## config.mk

```make
export PLATFORM = sky130hd
export DESIGN_NAME = button_position
export DESIGN_NICKNAME = d
export VERILOG_FILES = /design/src/rtl/button_pkg.sv /design/src/rtl/btn_debounce.sv /design/src/rtl/button_position.sv
export SDC_FILE = /design/constraint.sdc
export NUM_CORES = 1
export LEC_CHECK = 0
export ABC_AREA = 1
export BUFFER_PORTS_ARGS = -buffer_cell sky130_fd_sc_hd__buf_4
export CAP_MARGIN = 0
export CORE_ASPECT_RATIO = 1.75
export CORE_MARGIN = 8
export CORE_UTILIZATION = 45
export DETAILED_ROUTE_END_ITERATION = 10
export PLACE_DENSITY = 0.59
export SLEW_MARGIN = 0
export SYNTH_ARGS = -nofsm -noshare
export SYNTH_HDL_FRONTEND = slang
export SYNTH_SLANG_ARGS = --single-unit
```

## constraint.sdc

```tcl
create_clock -name clk -period 1.8 [get_ports clk]
set_input_delay 0.54 -clock clk [delete_from_list [all_inputs] [get_ports clk]]
set_output_delay 0.54 -clock clk [all_outputs]
set_load 0.01 [all_outputs]
```

## src/rtl/button_pkg.sv

```systemverilog
// rtl/button_pkg.sv - shared constants and direction encoding for the button position block
package button_pkg;

    localparam int          DB_BITS_DEF       = 16;
    localparam logic [23:0] REPEAT_DELAY_DEF  = 24'd6_000_000;
    localparam logic [23:0] REPEAT_PERIOD_DEF = 24'd1_500_000;

    typedef enum logic [1:0] {
        DIR_NONE  = 2'd0,
        DIR_LEFT  = 2'd1,
        DIR_RIGHT = 2'd2
    } dir_t;

endpackage

```

## src/rtl/btn_debounce.sv

```systemverilog
// rtl/btn_debounce.sv - single-button synchroniser, counter debouncer and press detector
module btn_debounce
    import button_pkg::*;
#(
    parameter int DB_BITS = DB_BITS_DEF
) (
    input  logic clk,
    input  logic rst,
    input  logic button,
    output logic state,
    output logic press
);

    logic               sync_q, sync_d;
    logic               state_q, state_d;
    logic               prev_q, prev_d;
    logic [DB_BITS-1:0] cnt_q, cnt_d;

    // Count how long the synchronised level has disagreed with the debounced state;
    // the state only flips after the counter has run all the way to all-ones.
    always_comb begin
        sync_d  = ~button;
        prev_d  = state_q;
        state_d = state_q;
        cnt_d   = '0;
        if (sync_q != state_q) begin
            cnt_d = cnt_q + 1'b1;
            if (&cnt_q) begin
                state_d = ~state_q;
            end
        end
    end

    // State registers for synchroniser, counter, debounced level and its delayed copy.
    always_ff @(posedge clk) begin
        if (rst) begin
            sync_q  <= 1'b0;
            state_q <= 1'b0;
            prev_q  <= 1'b0;
            cnt_q   <= '0;
        end else begin
            sync_q  <= sync_d;
            state_q <= state_d;
            prev_q  <= prev_d;
            cnt_q   <= cnt_d;
        end
    end

    assign state = state_q;
    assign press = state_q & ~prev_q;

endmodule

```

## src/rtl/button_position.sv

```systemverilog
// rtl/button_position.sv - two-button one-hot position controller; BUTTON_REPEAT_EN enables hold-to-repeat
module button_position
    import button_pkg::*;
#(
    parameter int          WIDTH         = 4,
    parameter int          DB_BITS       = DB_BITS_DEF,
    parameter bit          WRAP          = 1'b1,
    parameter logic [23:0] REPEAT_DELAY  = REPEAT_DELAY_DEF,
    parameter logic [23:0] REPEAT_PERIOD = REPEAT_PERIOD_DEF
) (
    input  logic                     clk,
    input  logic                     rst,
    input  logic                     button1,
    input  logic                     button2,
    output logic [WIDTH-1:0]         led,
    output logic [$clog2(WIDTH)-1:0] pos,
    output logic                     step
);

    localparam int             PW      = $clog2(WIDTH);
    localparam logic [PW-1:0]  POS_MAX = PW'(WIDTH - 1);

    // Index 0 is the left button, index 1 the right button.
    logic [1:0] st;
    logic [1:0] prs;
    logic [1:0] rep;
    logic       both_held;
    dir_t       dir;

    logic [PW-1:0] pos_q, pos_d;
    logic          step_q, step_d;

    btn_debounce #(.DB_BITS(DB_BITS)) u_db_left (
        .clk    (clk),
        .rst    (rst),
        .button (button1),
        .state  (st[0]),
        .press  (prs[0])
    );

    btn_debounce #(.DB_BITS(DB_BITS)) u_db_right (
        .clk    (clk),
        .rst    (rst),
        .button (button2),
        .state  (st[1]),
        .press  (prs[1])
    );

    assign both_held = st[0] & st[1];

`ifdef BUTTON_REPEAT_EN
    logic [1:0][23:0] hold_q, hold_d;
    logic [1:0]       armed_q, armed_d;
    logic [1:0]       first_q, first_d;

    // Per-button hold timers: armed by a press, first repeat after REPEAT_DELAY,
    // then every REPEAT_PERIOD; restarted from scratch while both buttons are held.
    always_comb begin
        hold_d  = hold_q;
        armed_d = armed_q;
        first_d = first_q;
        rep     = 2'b00;
        for (int b = 0; b < 2; b++) begin
            if (!st[b]) begin
                armed_d[b] = 1'b0;
                hold_d[b]  = '0;
                first_d[b] = 1'b1;
            end else if (prs[b]) begin
                armed_d[b] = 1'b1;
                hold_d[b]  = '0;
                first_d[b] = 1'b1;
            end else if (both_held) begin
                hold_d[b]  = '0;
                first_d[b] = 1'b1;
            end else if (armed_q[b]) begin
                if (hold_q[b] == (first_q[b] ? REPEAT_DELAY - 24'd1 : REPEAT_PERIOD - 24'd1)) begin
                    rep[b]     = 1'b1;
                    hold_d[b]  = '0;
                    first_d[b] = 1'b0;
                end else begin
                    hold_d[b] = hold_q[b] + 24'd1;
                end
            end
        end
    end

    // Hold timer registers.
    always_ff @(posedge clk) begin
        if (rst) begin
            hold_q  <= '0;
            armed_q <= 2'b00;
            first_q <= 2'b11;
        end else begin
            hold_q  <= hold_d;
            armed_q <= armed_d;
            first_q <= first_d;
        end
    end
`else
    assign rep = 2'b00;
`endif

    // Arbitrate a single direction; anything with both buttons down is ignored.
    always_comb begin
        dir = DIR_NONE;
        if (!both_held) begin
            if (prs[1] | rep[1]) begin
                dir = DIR_RIGHT;
            end else if (prs[0] | rep[0]) begin
                dir = DIR_LEFT;
            end
        end
    end

    // Next position with rotate or saturate at the ends; step only when the position changes.
    always_comb begin
        pos_d  = pos_q;
        step_d = 1'b0;
        case (dir)
            DIR_RIGHT: begin
                if (pos_q == POS_MAX) begin
                    if (WRAP) begin
                        pos_d  = '0;
                        step_d = 1'b1;
                    end
                end else begin
                    pos_d  = pos_q + 1'b1;
                    step_d = 1'b1;
                end
            end
            DIR_LEFT: begin
                if (pos_q == '0) begin
                    if (WRAP) begin
                        pos_d  = POS_MAX;
                        step_d = 1'b1;
                    end
                end else begin
                    pos_d  = pos_q - 1'b1;
                    step_d = 1'b1;
                end
            end
            default: begin
                pos_d  = pos_q;
                step_d = 1'b0;
            end
        endcase
    end

    // Position and step registers.
    always_ff @(posedge clk) begin
        if (rst) begin
            pos_q  <= '0;
            step_q <= 1'b0;
        end else begin
            pos_q  <= pos_d;
            step_q <= step_d;
        end
    end

    assign pos  = pos_q;
    assign step = step_q;
    assign led  = WIDTH'(1) << pos_q;

endmodule

```

==> flow_metrics.env, run 1 <==
export IMPL_outcome="completed"
export IMPL_cts_buffer_depth=2
export IMPL_vias=1618
export IMPL_period_share_pct=93.56
export IMPL_yosys_warnings=0
export IMPL_post_cts_setup_buffer_count=0
export IMPL_via_per_inst=4.918
export IMPL_grt_pass1_vias=1622
export IMPL_reg2reg_slack_ns=0.37
export IMPL_cts_resized=0
export IMPL_cp_cell_sequence="inv_1 -> ha_1 -> buf_4"
export IMPL_grt_use_total_pct=12.65
export IMPL_pwr_share_clk_pct=44.4
export IMPL_io_pins=11
export IMPL_holdPathEnd="u_db_right.sync_q"
export IMPL_endpoint_kind="output port"
export IMPL_path_max_fanout=5
export IMPL_r2r_cells=8
export IMPL_arrival_ns=1.14
export IMPL_cts_root_buffer="clkbuf_8"
export IMPL_crit_slowest_cell="dfxtp_1"
export IMPL_cts_hold_buf=0
export IMPL_critPathKind="reg2out"
export IMPL_final_setup_tns_ns=0
export IMPL_final_cell_mix="nand2_1, nor2_1, dfxtp_1, inv_1, a21oi_1"
export IMPL_h_tree_depth=2
export IMPL_grt_ovfl_total=0
export IMPL_yosys_area_top_type="dfxtp_1"
export IMPL_worst_r2r_endpoint="u_db_left.cnt_q[8]"
export IMPL_whs_path_depth=2
export IMPL_wl_per_cell_um=11.53
export IMPL_syn_nets=274
export IMPL_switchingPower_uw=333.7
export IMPL_synth_area_um2=1947
export IMPL_yosysUniqueCellTypes=25
export IMPL_grt_pass1_wl_mm=6.796
export IMPL_drt_iter0_drc=61
export IMPL_insertion_delay_ns=0.29
export IMPL_vdd_ir_drop_max_uv=571.8
export IMPL_area_growth_pct=12.40
export IMPL_cap_violations=0
export IMPL_stdcell_area_um2=2188
export IMPL_core_area_um2=4150
export IMPL_fin_worst_skew_ns=0.008429
export IMPL_rsz0062_at_grt="no"
export IMPL_synth_top_area_share_pct=42.16
export IMPL_die_area_um2=6770
export IMPL_report_final_slew_viol_count=0
export IMPL_die_h_um=103.0
export IMPL_total_power_uw=1710
export IMPL_ys_ff_latch=41
export IMPL_fin_hold_ws_ns=0.3864
export IMPL_ant_nets=0
export IMPL_dpl_cell_area_um2=2072
export IMPL_final_setup_viol_count=0
export IMPL_grt_max_degree=13
export IMPL_cts_made_buffers=5
export IMPL_final_common_cell="nand2_1"
export IMPL_required_ns=1.26
export IMPL_ys_seq_area_share_pct=42.16
export IMPL_switching_share_pct=19.52
export IMPL_insertedDiodeCount=0
export IMPL_drtPass1Iterations=4
export IMPL_finalHoldViolations=0
export IMPL_postSynthAreaPerCell_um2=7.403
export IMPL_syn_instance_count=263
export IMPL_p_int_uw=1376
export IMPL_rows=31
export IMPL_crit_path_start_kind="register"
export IMPL_min_from="button2"
export IMPL_layout_nets=290
export IMPL_drcViolationCount=0
export IMPL_cpPeakStageDelay_ns=0.40
export IMPL_max_clock_freq_mhz=593.8
export IMPL_comb_power_share_pct=2.1
export IMPL_period_minus_slack_ns=1.684
export IMPL_utilization_pct=52.73
export IMPL_relSlewSlack_pct=67.50
export IMPL_worstReg2RegStart="u_db_left.cnt_q[0]"
export IMPL_clock_sinks=41
export IMPL_tightest_slew_ns=0.4857
export IMPL_total_leakage_power_uw=0.0008165
export IMPL_routed_wl_mm=3.794
export IMPL_start_util_pct=46.91
export IMPL_synth_area_leaders="dfxtp_1, nand2_1, nor2_1"
export IMPL_worstHoldPathType="in2reg"
export IMPL_gp_congestion=0.8300
export IMPL_power_frac_seq_pct=53.5
export IMPL_clk_pin_slew_worst_paths_ns=0.08
export IMPL_die_w_um=65.72
export IMPL_power_density_nw_per_um2=781.2
export IMPL_tritoncts="done"
export IMPL_port_buffer_count=10
export IMPL_antenna_found_initial=0
export IMPL_hpwl_mm=2.926
export IMPL_drive_gt1_share_pct=13.57
-- cells by family (layout without fill, tap and decap cells) --
logic type,count (synthesis),after routing,synth area share (%)
XOR/XNOR,4,4,1.800
AND/OR/NAND/NOR,136,136,34.06
flip-flops,41,41,42.16
buffers and inverters,42,59,8.483
AO/OA/AOI/OAI,33,33,8.997
adder cells (fa/ha/maj),7,7,4.499
-- per-stage QoR --
| step | setup slack, ns | instances |
|---|---|---|
| final | 0.1159 | 329 |
| after global routing | 0.03908 | 329 |
| after CTS | 0.08446 | 329 |
| after detailed placement | 0.3110 | 321 |
| after global placement | 0.3247 | 321 |
| after floorplan | 0.4939 | 263 |
-- critical path: cells and delay by family, from the launching register on --
family                   cells  cell delay (ns)
adder cells (fa/ha/maj)      1             0.22
buffers and inverters        2             0.25
flip-flops                   1             0.40
-- how the worst max path moves through the flow --
stage | start | end | slack [ns] | depth (start not counted)
2_1_floorplan | rst | u_db_left.cnt_q[3] | 0.49 | 7
3_3_place_gp | rst | u_db_left.cnt_q[6] | 0.32 | 6
3_5_place_dp | rst | u_db_left.cnt_q[6] | 0.31 | 6
4_1_cts | pos[0] | led[0] | 0.08 | 3
5_1_grt | pos[0] | led[0] | 0.04 | 3
6_report | pos[0] | led[0] | 0.12 | 3
-- layout make-up --
| class | instances | area, µm² |
|---|---|---|
| clock inverters | 1 | 30.03 |
| flip-flops and latches | 41 | 820.8 |
| clock buffers | 7 | 86.33 |
| inverters | 41 | 153.9 |
| well taps | 49 | 61.31 |
| multi-input cells | 180 | 960.9 |
| fillers | 410 | 1962 |
| repair buffers | 10 | 75.07 |
-- power by group through the flow --
stage	clock [µW]	combinational (µW)	sequential, µW
after floorplan	0	27.5	935
after global placement	0	36.3	936
after detailed placement	0	36.5	936
after CTS	785	36.5	915
after global routing	816	40.6	915
final	759	35.7	915
-- metal layers --
| metal | routed length, µm | track usage, % |
|---|---|---|
| met5 | 0 | 0 |
| met4 | 77 | 5.743 |
| met3 | 70 | 2.612 |
| met2 | 2144 | 25.19 |
| met1 | 1502 | 11.52 |
-- synthesized netlist by cell type --
master    number
nand4_1        7
xor2_1         3
or2_2          1
o21a_1         2
dfxtp_1       41
nor2_4         7
ha_1           7
nand3_2        1
xnor2_1        1
nor2_1        44
nor2_2         1
inv_2          4
nand3_4        1
buf_6          1
nand2_4        2
nor3_1         5
nand3b_1       1
nand2_2        1
a211oi_1       2
nand3_1        9
nor3_2         3
nand2_1       53
inv_1         37
o21ai_0       10
a21oi_1       19
Note: power is estimated with default switching activity, not from simulation.
==> run 2: changes to the inputs <==
PLACE_DENSITY = 0.61   (was 0.59)
clock period = 1.4 ns   (was 1.8 ns; I/O delays follow)
==> run 2 against run 1 <==
Effect of this change:
- the run now ends with setup timing left
- sequential share of layout area fell by 3.3 points
- count of clock-buffer cells in the layout did not move
- combinational power rose by 62%
- critical endpoint is now led[2]
- largest cell class unchanged
==> flow_metrics.env, run 2 (synthesized netlist as in run 1, its figures left out) <==
export IMPL_outcome="finished, violations left"
export IMPL_violations="setup timing"
export IMPL_rows=31
export IMPL_grt_max_degree=13
export IMPL_stdcell_area_um2=2425
export IMPL_pwr_share_clk_pct=44.4
export IMPL_max_clock_freq_mhz=694.2
export IMPL_finalHoldViolations=0
export IMPL_crit_path_start_kind="register"
export IMPL_vias=1667
export IMPL_required_ns=0.98
export IMPL_comb_power_share_pct=2.6
export IMPL_die_w_um=65.72
export IMPL_drt_iter0_drc=69
export IMPL_grt_pass1_vias=1599
export IMPL_final_setup_viol_count=4
export IMPL_critPathTopFamily="flip-flops"
export IMPL_fin_ws_ns=-0.04050
export IMPL_routed_wl_mm=4.027
export IMPL_nFillCells=389
export IMPL_port_buffer_count=10
export IMPL_cts_hold_buf=0
export IMPL_critPathKind="reg2out"
export IMPL_cp_cell_sequence="inv_2 -> ha_1 -> buf_4"
export IMPL_worstHoldPathType="in2reg"
export IMPL_arrival_ns=1.02
export IMPL_grt_pass1_wl_mm=6.768
export IMPL_hpwl_mm=3.055
export IMPL_dpl_cell_area_um2=2155
export IMPL_grt_ovfl_total=0
export IMPL_power_density_nw_per_um2=913.0
export IMPL_die_area_um2=6770
export IMPL_crit_slowest_cell="dfxtp_2"
export IMPL_period_share_pct=102.9
export IMPL_p_int_uw=1776
export IMPL_via_per_inst=4.832
export IMPL_path_buf_inv=2
export IMPL_vdd_ir_drop_max_uv=886.0
export IMPL_ant_nets=0
export IMPL_drive_gt1_share_pct=23.99
export IMPL_endpoint_kind="output port"
export IMPL_switchingPower_uw=437.8
export IMPL_rsz0062_at_grt="yes"
export IMPL_layout_nets=306
export IMPL_drcViolationCount=0
export IMPL_cts_root_buffer="clkbuf_8"
export IMPL_path_max_fanout=3
export IMPL_cts_made_buffers=5
export IMPL_h_tree_depth=2
export IMPL_cpPeakStageDelay_ns=0.34
export IMPL_cap_violations=0
export IMPL_start_util_pct=46.91
export IMPL_antenna_found_initial=0
export IMPL_tritoncts="done"
export IMPL_grt_use_total_pct=12.90
export IMPL_power_frac_seq_pct=53.0
export IMPL_tightest_slew_ns=0.4021
export IMPL_relSlewSlack_pct=73.09
export IMPL_clk_pin_slew_worst_paths_ns=0.08
export IMPL_cts_buffer_depth=2
export IMPL_io_pins=11
export IMPL_fin_worst_skew_ns=0.007641
export IMPL_report_final_slew_viol_count=0
export IMPL_drtPass1Iterations=5
export IMPL_wl_per_cell_um=11.67
export IMPL_period_minus_slack_ns=1.440
export IMPL_die_h_um=103.0
export IMPL_final_cell_mix="nand2_1, nor2_1, dfxtp_1, inv_1, buf_4"
export IMPL_place_ws_ns=0.03774
export IMPL_switching_share_pct=19.77
export IMPL_total_leakage_power_uw=0.0009190
export IMPL_insertion_delay_ns=0.29
export IMPL_gp_congestion=0.7689
export IMPL_final_common_cell="nand2_1"
export IMPL_area_growth_pct=24.55
export IMPL_core_area_um2=4150
export IMPL_insertedDiodeCount=0
export IMPL_clock_sinks=41
run 2: worst reg2reg max path: stages, from the launching register on:
cell and delay [ns]:
dfxtp_2 0.39, inv_1 0.07, nor2_1 0.10, nand2_1 0.09
ha_4 0.24, a211oi_1 0.26, nor3_1 0.07
run 2: stage by stage:
step / power [µW] / setup TNS (ns) / hold WS [ns] / util (%) / std cells
final: 2214 / -0.1287 / 0.2684 / 58.43 / 345
after global routing: 2300 / -0.4347 / 0.2635 / 58.43 / 345
after CTS: 2254 / -0.1913 / 0.2555 / 56.35 / 341
after detailed placement: 1261 / 0 / 0.4460 / 51.91 / 332
after global placement: 1260 / 0 / 0.4414 / 51.91 / 332
after floorplan: 1238 / 0 / 0.4174 / - / 263
run 2: per-layer routing:
metal	track usage, %	vias up	share of wire, %
li1	-	889	-
met1	10.88	760	36
met2	25.87	10	59
met3	2.938	8	1.5
met4	7.264	0	2.6
met5	0	-	0
run 2: area by class of cell:
class                      instances  area [µm²]  area share [%]
sequential                        41       829.5           34.21
clock inverter                     1       30.03           1.238
timing repair buffer              26       210.2           8.669
multi-input combinational        180        1051           43.34
tap                               49       61.31           2.528
clock buffer                       7       86.33           3.560
inverter                          41       156.4           6.450
run 2: path summary, 6_finish.rpt:
path,startpoint,endpoint,slack [ns],depth (start not counted)
hold / removal,button2,u_db_right.sync_q,0.27,2
setup reg to reg,u_db_right.state,pos[0],0.06,6
hold reg to reg,u_db_left.cnt_q[0],u_db_left.cnt_q[0],0.46,1
setup / recovery,pos[0],led[2],-0.04,3
run 2: power by group through the flow:
stage | sequential [µW] | combinational (µW) | clock (µW)
6_report | 1170 | 57.7 | 982
5_1_grt | 1180 | 65.6 | 1060
4_1_cts | 1170 | 58.3 | 1020
3_5_place_dp | 1200 | 57.9 | 0
3_3_place_gp | 1200 | 57.6 | 0
2_1_floorplan | 1200 | 35.4 | 0
run 2: what timing repair did:
action,CTS,global route
buffers inserted,1,4
gates cloned,0,0
setup endpoints to repair,4,12
hold endpoints to repair,0,0
pin swaps,2,4
resized for setup,16,15
